### src/rtl/tmr_sequencer_pkg.sv
// Shared timer package: watchdog width/limit defaults and sequencer state encoding.
package tmr_sequencer_pkg;

  localparam int unsigned WDOG_W = 21;
  localparam logic [WDOG_W-1:0] WDOG_MAX_DFLT = 21'h1FFFFF;
  localparam int unsigned STEP_W_DFLT = 4;

  typedef enum logic [1:0] {
    ST_IDLE  = 2'd0,
    ST_ARM   = 2'd1,
    ST_WAIT  = 2'd2,
    ST_FAULT = 2'd3
  } seq_state_t;

endpackage

### src/rtl/tmr_sequencer_wdog.sv
// Saturating WAIT-cycle watchdog; expired flags the enabled cycle whose increment reaches MAX.
module tmr_wdog
  import tmr_sequencer_pkg::*;
#(
  parameter logic [WDOG_W-1:0] MAX = WDOG_MAX_DFLT
) (
  input  logic CLK,
  input  logic RST_N,
  input  logic clear,
  input  logic enable,
  output logic expired
);

  logic [WDOG_W-1:0] cnt;

  always_ff @(posedge CLK or negedge RST_N) begin
    if (!RST_N) begin
      cnt <= '0;
    end else if (clear) begin
      cnt <= '0;
    end else if (enable && (cnt != '1)) begin
      cnt <= cnt + 1'b1;
    end
  end

  // Asserted combinationally so the FSM can enter FAULT on the same edge the count hits MAX.
  assign expired = enable && (cnt == (MAX - WDOG_W'(1)));

endmodule

### src/rtl/tmr_sequencer.sv
// Step sequencer driving an external timer: N intervals per GO, with watchdog and abort.
module tmr_sequencer
  import tmr_sequencer_pkg::*;
#(
  parameter logic [WDOG_W-1:0] WDOG_MAX = WDOG_MAX_DFLT,
  parameter int unsigned       STEP_W   = STEP_W_DFLT
) (
  input  logic              CLK,
  input  logic              RST_N,
  input  logic              GO,
  input  logic [STEP_W-1:0] N_STEPS,
  input  logic              ABORT,
  input  logic              TMR_PULSE,
  output logic              START_TMR,
  output logic              BUSY,
  output logic [STEP_W-1:0] STEP,
  output logic              STEP_TICK,
  output logic              DONE,
  output logic              TIMEOUT
);

  seq_state_t        state;
  logic [STEP_W-1:0] n_lat;
  logic [STEP_W-1:0] step_q;
  logic [STEP_W-1:0] step_nxt;
  logic              start_q;
  logic              tick_q;
  logic              done_q;
  logic              timeout_q;
  logic              wdog_clear;
  logic              wdog_en;
  logic              wdog_exp;

  assign step_nxt   = step_q + 1'b1;
  assign wdog_clear = (state != ST_WAIT);
  assign wdog_en    = (state == ST_WAIT) && !TMR_PULSE;

  tmr_wdog #(
    .MAX(WDOG_MAX)
  ) u_wdog (
    .CLK    (CLK),
    .RST_N  (RST_N),
    .clear  (wdog_clear),
    .enable (wdog_en),
    .expired(wdog_exp)
  );

  always_ff @(posedge CLK or negedge RST_N) begin
    if (!RST_N) begin
      state     <= ST_IDLE;
      n_lat     <= '0;
      step_q    <= '0;
      start_q   <= 1'b0;
      tick_q    <= 1'b0;
      done_q    <= 1'b0;
      timeout_q <= 1'b0;
    end else begin
      start_q <= 1'b0;
      tick_q  <= 1'b0;
      done_q  <= 1'b0;
      if (ABORT) begin
        state <= ST_IDLE;
      end else begin
        case (state)
          ST_IDLE: begin
            if (GO) begin
              if (N_STEPS != '0) begin
                n_lat     <= N_STEPS;
                step_q    <= '0;
                timeout_q <= 1'b0;
                state     <= ST_ARM;
              end else begin
                done_q <= 1'b1;
              end
            end
          end
          ST_ARM: begin
            start_q <= 1'b1;
            state   <= ST_WAIT;
          end
          ST_WAIT: begin
            // A timer pulse wins over a simultaneous watchdog expiry.
            if (TMR_PULSE) begin
              step_q <= step_nxt;
              tick_q <= 1'b1;
              if (step_nxt == n_lat) begin
                done_q <= 1'b1;
                state  <= ST_IDLE;
              end else begin
                state <= ST_ARM;
              end
            end else if (wdog_exp) begin
              timeout_q <= 1'b1;
              state     <= ST_FAULT;
            end
          end
          ST_FAULT: state <= ST_FAULT;
          default:  state <= ST_IDLE;
        endcase
      end
    end
  end

  assign START_TMR = start_q;
  assign BUSY      = (state != ST_IDLE);
  assign STEP      = step_q;
  assign STEP_TICK = tick_q;
  assign DONE      = done_q;
  assign TIMEOUT   = timeout_q;

endmodule

### config.mk
export PLATFORM = sky130hd
export DESIGN_NAME = tmr_sequencer
export DESIGN_NICKNAME = d
export VERILOG_FILES = /design/src/rtl/tmr_sequencer_pkg.sv /design/src/rtl/tmr_sequencer_wdog.sv /design/src/rtl/tmr_sequencer.sv
export SDC_FILE = /design/constraint.sdc
export NUM_CORES = 1
export LEC_CHECK = 0
export ABC_AREA = 1
export BUFFER_PORTS_ARGS = -buffer_cell sky130_fd_sc_hd__buf_4
export CAP_MARGIN = 15
export CORE_ASPECT_RATIO = 1.1
export CORE_MARGIN = 10
export CORE_UTILIZATION = 50
export CTS_CLUSTER_DIAMETER = 80
export DETAILED_ROUTE_END_ITERATION = 8
export PLACE_DENSITY = 0.76
export SYNTH_ARGS = -nofsm -noshare
export SYNTH_HDL_FRONTEND = slang
export SYNTH_HIERARCHICAL = 1
export SYNTH_SLANG_ARGS = --single-unit
export TNS_END_PERCENT = 10
### constraint.sdc
create_clock -name CLK -period 1.88 [get_ports CLK]
set_clock_uncertainty 0.15 [all_clocks]
set_input_delay 0.564 -clock CLK [delete_from_list [all_inputs] [get_ports CLK]]
set_output_delay 0.564 -clock CLK [all_outputs]
set_load 0.01 [all_outputs]
==> impl_metrics.ini, run 1 <==
[run_status]
status = finished clean

[cells_and_area]
nets = 352
antennaDiodeCount = 0
drive_gt1_share_pct = 18.77
layout.cells.non_filler = 395
final_util_pct = 61.65
area_growth_syn_to_layout_pct = 19.98

[clock_network]
cts_buffers = 5
htree_num_levels = 2
cts-root-buf = clkbuf_8
clock_sink_count = 35
clkTransAtPathRegs_ns = 0.07
clock_latency_ns = 0.29
cts_tree = done
clockBufferDepth = 2

[detailed_routing]
drt_wl_total_um = 5172
wire_per_inst_um = 13.09
vias = 2066
ant_nets = 0
drt_iter0_markers = 121
drc = 0
via_per_inst = 5.230
drt_first_pass_iters = 4

[die]
die-area_um2 = 7419
start_util_pct = 51.38
dieWidth_um = 83.04
row_count = 25
ios = 18
die_y_um = 89.35
core_um2 = 4254

[setup_path]
reg2reg_to = TIMEOUT$_DFFE_PN0P_
r2r_slack_ns = 0.08
worst_path_largest_cell_delay_ns = 0.40
crit_chain = buf_6, nor2_4, inv_2, buf_4
regToRegStartpoint = u_wdog/cnt[6]$_DFFE_PN0P_
rr_worst_depth = 9
worstPathRequired_ns = 1.17
crit_slowest_cell = dfrtp_1
end_kind = output pin
worstSetupPathType = flip-flop to output pin
critPathLaunchType = flip-flop
cp.arrival_ns = 1.13
critPathMaxFanout = 4

[logic_synthesis]
yosys-top-cells-count = 103 x nand2_1, 40 x nor2_1, 35 x dfrtp_1
synthesis.nets = 312
async_reset_ff_share_pct = 100.0
synth_area_leaders = dfrtp_1 40%, nand2_1 18%, nor2_1 6.9%
synth_cell_types = 31
synth-seq-area-share_pct = 40.07
synth_area_um2 = 2186
synth_warnings = 6
ys_ff_latch = 35
synth_top_area_share_pct = 40.07
ys.flop_type = dfrtp_1
synth_edf_count = 0
post-synth-top-area-cell = dfrtp_1
syn_inst = 300
yosys.cell_count.top_type = nand2_1
avgSynthCellArea_um2 = 7.286

[sta]
worst_pin_slew_ns = 0.4516
hold_violations = 0
fin_setup_tns_ns = 0
fmax_mhz = 541.5
relSlewSlack_pct = 69.89
grt_setup_unrepaired = yes
report.final.slew_viol_count = 0
setup_slack_ns = 0.03333
finalCriticalPeriod_ns = 1.847
min_period_over_period_pct = 98.23
setup_viol = 0

[placed_design]
dp_hpwl_um = 3725
dp.cells = 379
numPortBuffers = 17
place.gp.congestion = 0.8836
pre_cts_slack_ns = -0.01587

[global_routing]
grt.total_usage_pct = 14.63
antenna_found_initial = 0
grt_max_degree = 36
grt.overflow.total = 0
grt_pass1_wl_um = 9025
grt_pass1_vias = 2052

[power_and_ir_drop]
p_leak_nw = 1.331
power_mw = 1.618
power_density_nw_per_um2 = 616.8
worst_ir_drop_vdd_v = 0.0004177

[min_path]
hp-class = input pin to async pin

[flow_run]
cap_violations = 0
how the worst max path moves through the flow:
stage | startpoint | endpoint | slack [ns] | depth (start not counted)
floorplan | state[0]$_DFFE_PN0P_ | TIMEOUT$_DFFE_PN0P_ | 0.04 | 11
global placement | TMR_PULSE | TIMEOUT$_DFFE_PN0P_ | 0.09 | 9
detailed placement | TMR_PULSE | TIMEOUT$_DFFE_PN0P_ | -0.02 | 9
CTS | state[0]$_DFFE_PN0P_ | BUSY | 0.03 | 4
global route | u_wdog/cnt[7]$_DFFE_PN0P_ | TIMEOUT$_DFFE_PN0P_ | -0.03 | 9
finish | state[0]$_DFFE_PN0P_ | BUSY | 0.03 | 4
stage by stage:
step | instance area [µm²] | hold slack [ns]
final | 2623 | 0.06566
after detailed placement | 2454 | 0.3404
after floorplan | 2195 | 0.1184
after CTS | 2542 | 0.08017
after global routing | 2623 | 0.09149
after global placement | 2454 | 0.3166
cells in the final DEF (no fill, tap or decap), types with 2 or more instances in the layout:
| cell type | netlist | final |
|---|---|---|
| nand3_1 | 26 | 26 |
| dfrtp_1 | 35 | 35 |
| nand2_4 | 4 | 3 |
| xor2_1 | 9 | 9 |
| o21ai_0 | 3 | 3 |
| ha_1 | 3 | 3 |
| a21oi_1 | 5 | 5 |
| nor3_1 | 2 | 2 |
| nand4_1 | 17 | 17 |
| nor2_1 | 40 | 37 |
| clkbuf_1 | 3 | 2 |
| inv_1 | 26 | 26 |
| xnor2_1 | 3 | 3 |
| clkbuf_8 | 0 | 5 |
| o21bai_1 | 2 | 2 |
| nand2_1 | 103 | 103 |
| buf_4 | 0 | 37 |
| nor2_4 | 3 | 3 |
| nand2_2 | 2 | 2 |
| nor2_2 | 1 | 4 |
| nor3b_2 | 1 | 2 |
routing by layer:
| metal | vias to the layer above | GRT usage (%) | part of all wire (%) |
|---|---|---|---|
| met1 | 956 | 16.68 | 45 |
| met2 | 57 | 25.14 | 47 |
| met3 | 10 | 4.011 | 6.4 |
| met5 | - | 0 | 0 |
| li1 | 1043 | - | - |
| met4 | 0 | 6.811 | 2.0 |
final cells by class:
cell class	instances	area, µm²
clock inverters	1	5.005
well taps	54	67.56
repair buffers	38	289.0
inverters	28	117.6
multi-input cells	232	1191
fillers	392	1632
clock buffers	7	76.32
flip-flops and latches	35	875.8
critical path, delay by kind of cell, from the launching register on:
| family | cells | cell delay, ns |
|---|---|---|
| buffers and inverters | 3 | 0.34 |
| flip-flops | 1 | 0.40 |
| AND/OR/NAND/NOR | 1 | 0.11 |
timing repair:
action | in CTS | in global routing
setup endpoints to repair | 1 | 19
buffers inserted | 1 | 7
pin swaps | 1 | 1
hold buffers | 0 | 0
gates resized for setup | 0 | 7
cloned | 0 | 0
registers in the layout (all words and copies together) (netlist names):
name and cells:
DONE 1, START_TMR 1, STEP 4, STEP_TICK 1, TIMEOUT 1, n_lat 4
state 2, u_wdog/cnt 21
logic make-up (layout without fill, tap and decap cells):
group	Yosys count	in the layout	synth area share (%)
AO/OA/AOI/OAI	14	14	3.777
XOR/XNOR	12	12	4.809
adder cells (fa/ha/maj)	3	3	1.717
buffers and inverters	33	74	6.410
flip-flops	35	35	40.07
AND/OR/NAND/NOR	203	203	43.22
power by group:
part           switching, mW  internal [mW]
clock network          0.276          0.260
logic                  0.161          0.101
registers             0.0320          0.787
No activity file was read; power rests on OpenSTA's default activity.
==> inputs of run 2 (changes only) <==
--- a/config.mk
+++ b/config.mk
@@ -16,6 +16,5 @@
 export PLACE_DENSITY = 0.76
 export SYNTH_ARGS = -nofsm -noshare
 export SYNTH_HDL_FRONTEND = slang
-export SYNTH_HIERARCHICAL = 1
 export SYNTH_SLANG_ARGS = --single-unit
 export TNS_END_PERCENT = 10
==> run 2 against run 1 <==
- maximum frequency rose by 1.3%
- setup slack improved by 0.023 ns
- via count is 0.29% lower
- sequential power rose by 1%
- highest routed layer unchanged
==> impl_metrics.ini, run 2 <==
[logic_synthesis]
synth_area_leaders = dfrtp_1 41%, nand2_1 19%, nor2_1 8.1%
synth_top_area_share_pct = 41.27
ys_ff_latch = 35
synth-seq-area-share_pct = 41.27
synth_edf_count = 0
post-synth-top-area-cell = dfrtp_1
syn_inst = 296
async_reset_ff_share_pct = 100.0
synth_area_um2 = 2122
yosys.cell_count.top_type = nand2_1
ys.flop_type = dfrtp_1
synthesis.nets = 308
avgSynthCellArea_um2 = 7.169
synth_cell_types = 28
yosys-top-cells-count = 110 x nand2_1, 46 x nor2_1, 35 x dfrtp_1
synth_warnings = 0

[power_and_ir_drop]
worst_ir_drop_vdd_v = 0.0004224
power_density_nw_per_um2 = 646.0
p_leak_nw = 1.315
power_mw = 1.718

[sta]
hold_violations = 0
report.final.slew_viol_count = 0
worst_hold_slack_ns = 0.07010
setup_viol = 0
fin_setup_tns_ns = 0
finalCriticalPeriod_ns = 1.823
min_period_over_period_pct = 96.98
fmax_mhz = 548.5
worst_pin_slew_ns = 0.4683
relSlewSlack_pct = 68.78
setup_slack_ns = 0.05671

[clock_network]
clock_latency_ns = 0.30
cts_tree = done
holdBufCountCts = 0
cts_buffers = 5
htree_num_levels = 2
cts-root-buf = clkbuf_8
clkTransAtPathRegs_ns = 0.08
clockBufferDepth = 2
clock_sink_count = 35

[cells_and_area]
final_common_cell = nand2_1
fillers = 375
drive_gt1_share_pct = 20.98
nets = 359
area_growth_syn_to_layout_pct = 25.35
largest_reg_flops = 21
final_cell_area_um2 = 2660
mostFrequentLayoutCells = 110 x nand2_1, 47 x buf_4, 45 x nor2_1, 35 x dfrtp_1, 19 x nand3_1
top_register = u_wdog.cnt
antennaDiodeCount = 0

[setup_path]
r2r_slack_ns = 0.09
cp.arrival_ns = 1.11
end_kind = output pin
critPathMaxFanout = 4
worstSetupPathType = flip-flop to output pin
worstPathRequired_ns = 1.17
critPathLaunchType = flip-flop

[global_routing]
grt_pass1_vias = 2040
grt_pass1_wl_um = 9018
grt_max_degree = 36
grt.total_usage_pct = 15.69
grt.overflow.total = 0
antenna_found_initial = 0

[detailed_routing]
drc = 0
via_per_inst = 5.150
drt_first_pass_iters = 5
ant_nets = 0
wire_per_inst_um = 13.19
vias = 2060
drt_wl_total_um = 5276
drt_iter0_markers = 111

[run_status]
status = finished clean

[die]
die-area_um2 = 7253
start_util_pct = 52.74
core_um2 = 4024
dieWidth_um = 82.12
row_count = 24
ios = 18
die_y_um = 88.33

[min_path]
hp-class = input pin to async pin

[flow_run]
cap_violations = 0

[placed_design]
pre_cts_slack_ns = -0.2831
dp_hpwl_um = 3911
postPlaceCellArea_um2 = 2511
numPortBuffers = 17
place.gp.congestion = 0.9447
[run 2: changes by cell type after synthesis, moves of 3 or more]
cell / previous run / this run
inv_1: 26 / 18
a21oi_1: 5 / 2
clkbuf_1: 3 / 0
nand2_1: 103 / 110
nand3_1: 26 / 19
o21ai_0: 3 / 11
nor2_1: 40 / 46
nand4_1: 17 / 8
xor2_1: 9 / 15
[run 2: cells by family (layout without fill, tap and decap cells)]
kind of cell	Yosys count	count (layout)	synth area share [%]
adder cells (fa/ha/maj)	3	3	1.769
AO/OA/AOI/OAI	16	16	3.950
buffers and inverters	27	79	5.660
AND/OR/NAND/NOR	197	197	39.92
flip-flops	35	35	41.27
XOR/XNOR	18	18	7.430
[run 2: power by group]
group / internal (mW) / total [mW] / switching, mW
clock: 0.335 / 0.622 / 0.287
sequential: 0.794 / 0.827 / 0.0326
combinational: 0.102 / 0.270 / 0.168
[run 2: area by class of cell]
type	count	area (µm²)	share of cell area, %
clock buffer	8	100.1	3.763
tap	52	65.06	2.446
timing repair inverter	1	11.26	0.4233
timing repair buffer	47	352.8	13.26
multi-input combinational	234	1156	43.46
inverter	23	98.84	3.716
sequential	35	875.8	32.93
[run 2: final timing paths]
path | from | to | cells past startpoint
worst min-delay path | RST_N | u_wdog.cnt[9]$_DFFE_PN0P_ | 1
min in group CLK | ABORT | state[1]$_DFFE_PN0P_ | 2
worst max register to register | u_wdog.cnt[9]$_DFFE_PN0P_ | u_wdog.cnt[10]$_DFFE_PN0P_ | 11
worst max-delay path | state[0]$_DFFE_PN0P_ | BUSY | 4
worst min register to register | n_lat[1]$_DFFE_PN0P_ | n_lat[1]$_DFFE_PN0P_ | 2
max in group asynchronous | RST_N | TIMEOUT$_DFFE_PN0P_ | 1
[run 2: per-layer routing]
layer / share of wire (%) / routed length, µm / global-route usage (%) / vias up
li1: - / - / - / 1029
met1: 41 / 2154 / 18.44 / 966
met2: 52 / 2719 / 26.89 / 51
met3: 4.9 / 257 / 3.347 / 14
met4: 2.7 / 145 / 6.502 / 0
met5: 0 / 0 / 0 / -
[run 2: worst max-delay path, stage by stage, from the launching register on]
cell and delay (ns):
dfrtp_1 0.42, inv_2 0.08, buf_4 0.12, nand2_1 0.06, buf_4 0.15
[run 2: timing repair]
item / CTS / global route
setup endpoints to repair: 12 / 19
gates cloned: 0 / 1
pin swaps: 0 / 2
setup buffers: 0 / 0
gates resized for setup: 1 / 8
[run 2: stage by stage]
step | utilization, % | cells
2_1_floorplan | - | 296
3_3_place_gp | 62.41 | 391
4_1_cts | 64.99 | 399
5_1_grt | 66.11 | 400
6_report | 66.11 | 400
3_5_place_dp | 62.41 | 391
==> inputs of run 3 (changes only) <==
--- a/config.mk
+++ b/config.mk
@@ -7,13 +7,14 @@
 export LEC_CHECK = 0
 export ABC_AREA = 1
 export BUFFER_PORTS_ARGS = -buffer_cell sky130_fd_sc_hd__buf_4
-export CAP_MARGIN = 15
+export CAP_MARGIN = 40
 export CORE_ASPECT_RATIO = 1.1
 export CORE_MARGIN = 10
 export CORE_UTILIZATION = 50
 export CTS_CLUSTER_DIAMETER = 80
 export DETAILED_ROUTE_END_ITERATION = 8
 export PLACE_DENSITY = 0.76
+export RECOVER_POWER = 100
 export SYNTH_ARGS = -nofsm -noshare
 export SYNTH_HDL_FRONTEND = slang
 export SYNTH_SLANG_ARGS = --single-unit
==> run 3 against run 2 <==
- global-route usage grew 0.079 points
- critical endpoint unchanged
- non-clock buffer count is 1 higher
- register-to-register slack improved by 0.03 ns
- maximum frequency rose by 0.68%
- power fell by 5.5%
- cell count rose by 0.25%
- clock power is 14% lower
==> impl_metrics.ini, run 3 (synthesis gave the netlist of run 2 again) <==
[clock_network]
post_cts_buffers = 0
clkTransAtPathRegs_ns = 0.08
cts_buffers = 5
cts-root-buf = clkbuf_8
cts_tree = done
clockBufferDepth = 2
clock_sink_count = 35
clock_latency_ns = 0.29
htree_num_levels = 2

[global_routing]
grt_pass1_vias = 1995
grt.total_usage_pct = 15.77
grt.overflow.total = 0
grt_pass1_wl_um = 8983
grt_max_degree = 36
antenna_found_initial = 0

[sta]
fmax_mhz = 552.2
fin_setup_tns_ns = 0
relSlewSlack_pct = 39.33
setup_slack_ns = 0.06905
finalCriticalPeriod_ns = 1.811
worst_pin_slew_ns = 0.9100
hold_violations = 0
min_period_over_period_pct = 96.33
report.final.slew_viol_count = 0
setup_viol = 0

[setup_path]
worstSetupPathType = flip-flop to output pin
end_kind = output pin
critPathLaunchType = flip-flop
cp.arrival_ns = 1.10
critPathMaxFanout = 4
worstPathRequired_ns = 1.17

[cells_and_area]
mostFrequentLayoutCells = 110 x nand2_1, 45 x nor2_1, 38 x buf_4, 35 x dfrtp_1, 19 x nand3_1
final_common_cell = nand2_1
nets = 360
final_util_pct = 64.80
antennaDiodeCount = 0
top_register = u_wdog.cnt
area_growth_syn_to_layout_pct = 22.88
final_cell_area_um2 = 2608
largest_reg_flops = 21
drive_gt1_share_pct = 18.91

[die]
core_um2 = 4024
die-area_um2 = 7253
ios = 18
start_util_pct = 52.74
dieWidth_um = 82.12
die_y_um = 88.33
row_count = 24

[detailed_routing]
drt_wl_total_um = 5264
ant_nets = 0
vias = 2068
drt_first_pass_iters = 4
drt_iter0_markers = 103
via_per_inst = 5.157
wire_per_inst_um = 13.13
drc = 0

[power_and_ir_drop]
p_leak_nw = 1.277
power_density_nw_per_um2 = 622.9
worst_ir_drop_vdd_v = 0.0004226

[placed_design]
dp_hpwl_um = 3987
postPlaceCellArea_um2 = 2519
place.gp.congestion = 0.9447
numPortBuffers = 17
pre_cts_slack_ns = -0.01336

[run_status]
status = finished clean

[flow_run]
cap_violations = 0

[min_path]
hp-class = input pin to async pin
[run 3: cell count changes in the layout (fill, tap and decap cells not counted)]
| cell | change |
|---|---|
| a21oi_2 | +1 |
| a21oi_4 | -1 |
| buf_4 | -9 |
| clkbuf_1 | +8 |
| clkbuf_2 | +1 |
| clkbuf_8 | -2 |
| clkinv_2 | +3 |
[run 3: repair_timing]
action                                  4_1_cts  5_1_grt
cloned                                        0        1
hold buffers                                  0        0
endpoints found under the setup margin        7       19
pin swaps                                     0        1
resized for setup                             1        7
[run 3: per-stage QoR]
stage                     hold WS, ns  std cells  power, mW
final                          0.2369        401      1.624
after global routing           0.3026        401      1.715
after CTS                     0.08847        400      1.637
after detailed placement       0.3466        392      1.101
after global placement         0.3388        391      1.093
after floorplan                0.1184        296     0.9894
[run 3: power by group]
part,internal [mW],total (mW),switching (mW)
clock,0.254,0.537,0.283
sequential,0.794,0.826,0.0315
combinational,0.0939,0.262,0.168
total,1.14,1.62,0.482
[run 3: final cells by class]
class / instances / area (µm²)
multi-input combinational: 234 / 1149
fill: 390 / 1416
tap: 52 / 65.06
timing repair inverter: 1 / 11.26
timing repair buffer: 48 / 324.1
clock inverter: 3 / 15.01
clock buffer: 5 / 68.82
sequential: 35 / 875.8
inverter: 23 / 98.84
[run 3: path summary, 6_finish.rpt]
| check | from | to | slack (ns) | cells after the start |
|---|---|---|---|---|
| max in group asynchronous | RST_N | u_wdog.cnt[8]$_DFFE_PN0P_ | 0.76 | 1 |
| min in group CLK | ABORT | state[1]$_DFFE_PN0P_ | 0.31 | 2 |
| min reg2reg | n_lat[1]$_DFFE_PN0P_ | n_lat[1]$_DFFE_PN0P_ | 0.37 | 2 |
| max reg2reg | u_wdog.cnt[1]$_DFFE_PN0P_ | u_wdog.cnt[10]$_DFFE_PN0P_ | 0.12 | 12 |
| max | state[0]$_DFFE_PN0P_ | BUSY | 0.07 | 4 |
| min | RST_N | u_wdog.cnt[6]$_DFFE_PN0P_ | 0.24 | 1 |
[run 3: metal layers]
| metal | vias up | routed length [µm] | share of wire [%] | global-route usage (%) |
|---|---|---|---|---|
| met5 | - | 0 | 0 | 0 |
| met4 | 0 | 162 | 3.1 | 7.276 |
| met1 | 966 | 2184 | 41 | 17.95 |
| li1 | 1039 | - | - | - |
| met2 | 49 | 2683 | 51 | 27.46 |
| met3 | 14 | 234 | 4.4 | 3.245 |
[run 3: critical path, cell delays in order, from the launching register on]
cell and delay, ns:
dfrtp_1 0.41, inv_2 0.07, buf_4 0.12, nand2_1 0.06, buf_4 0.15
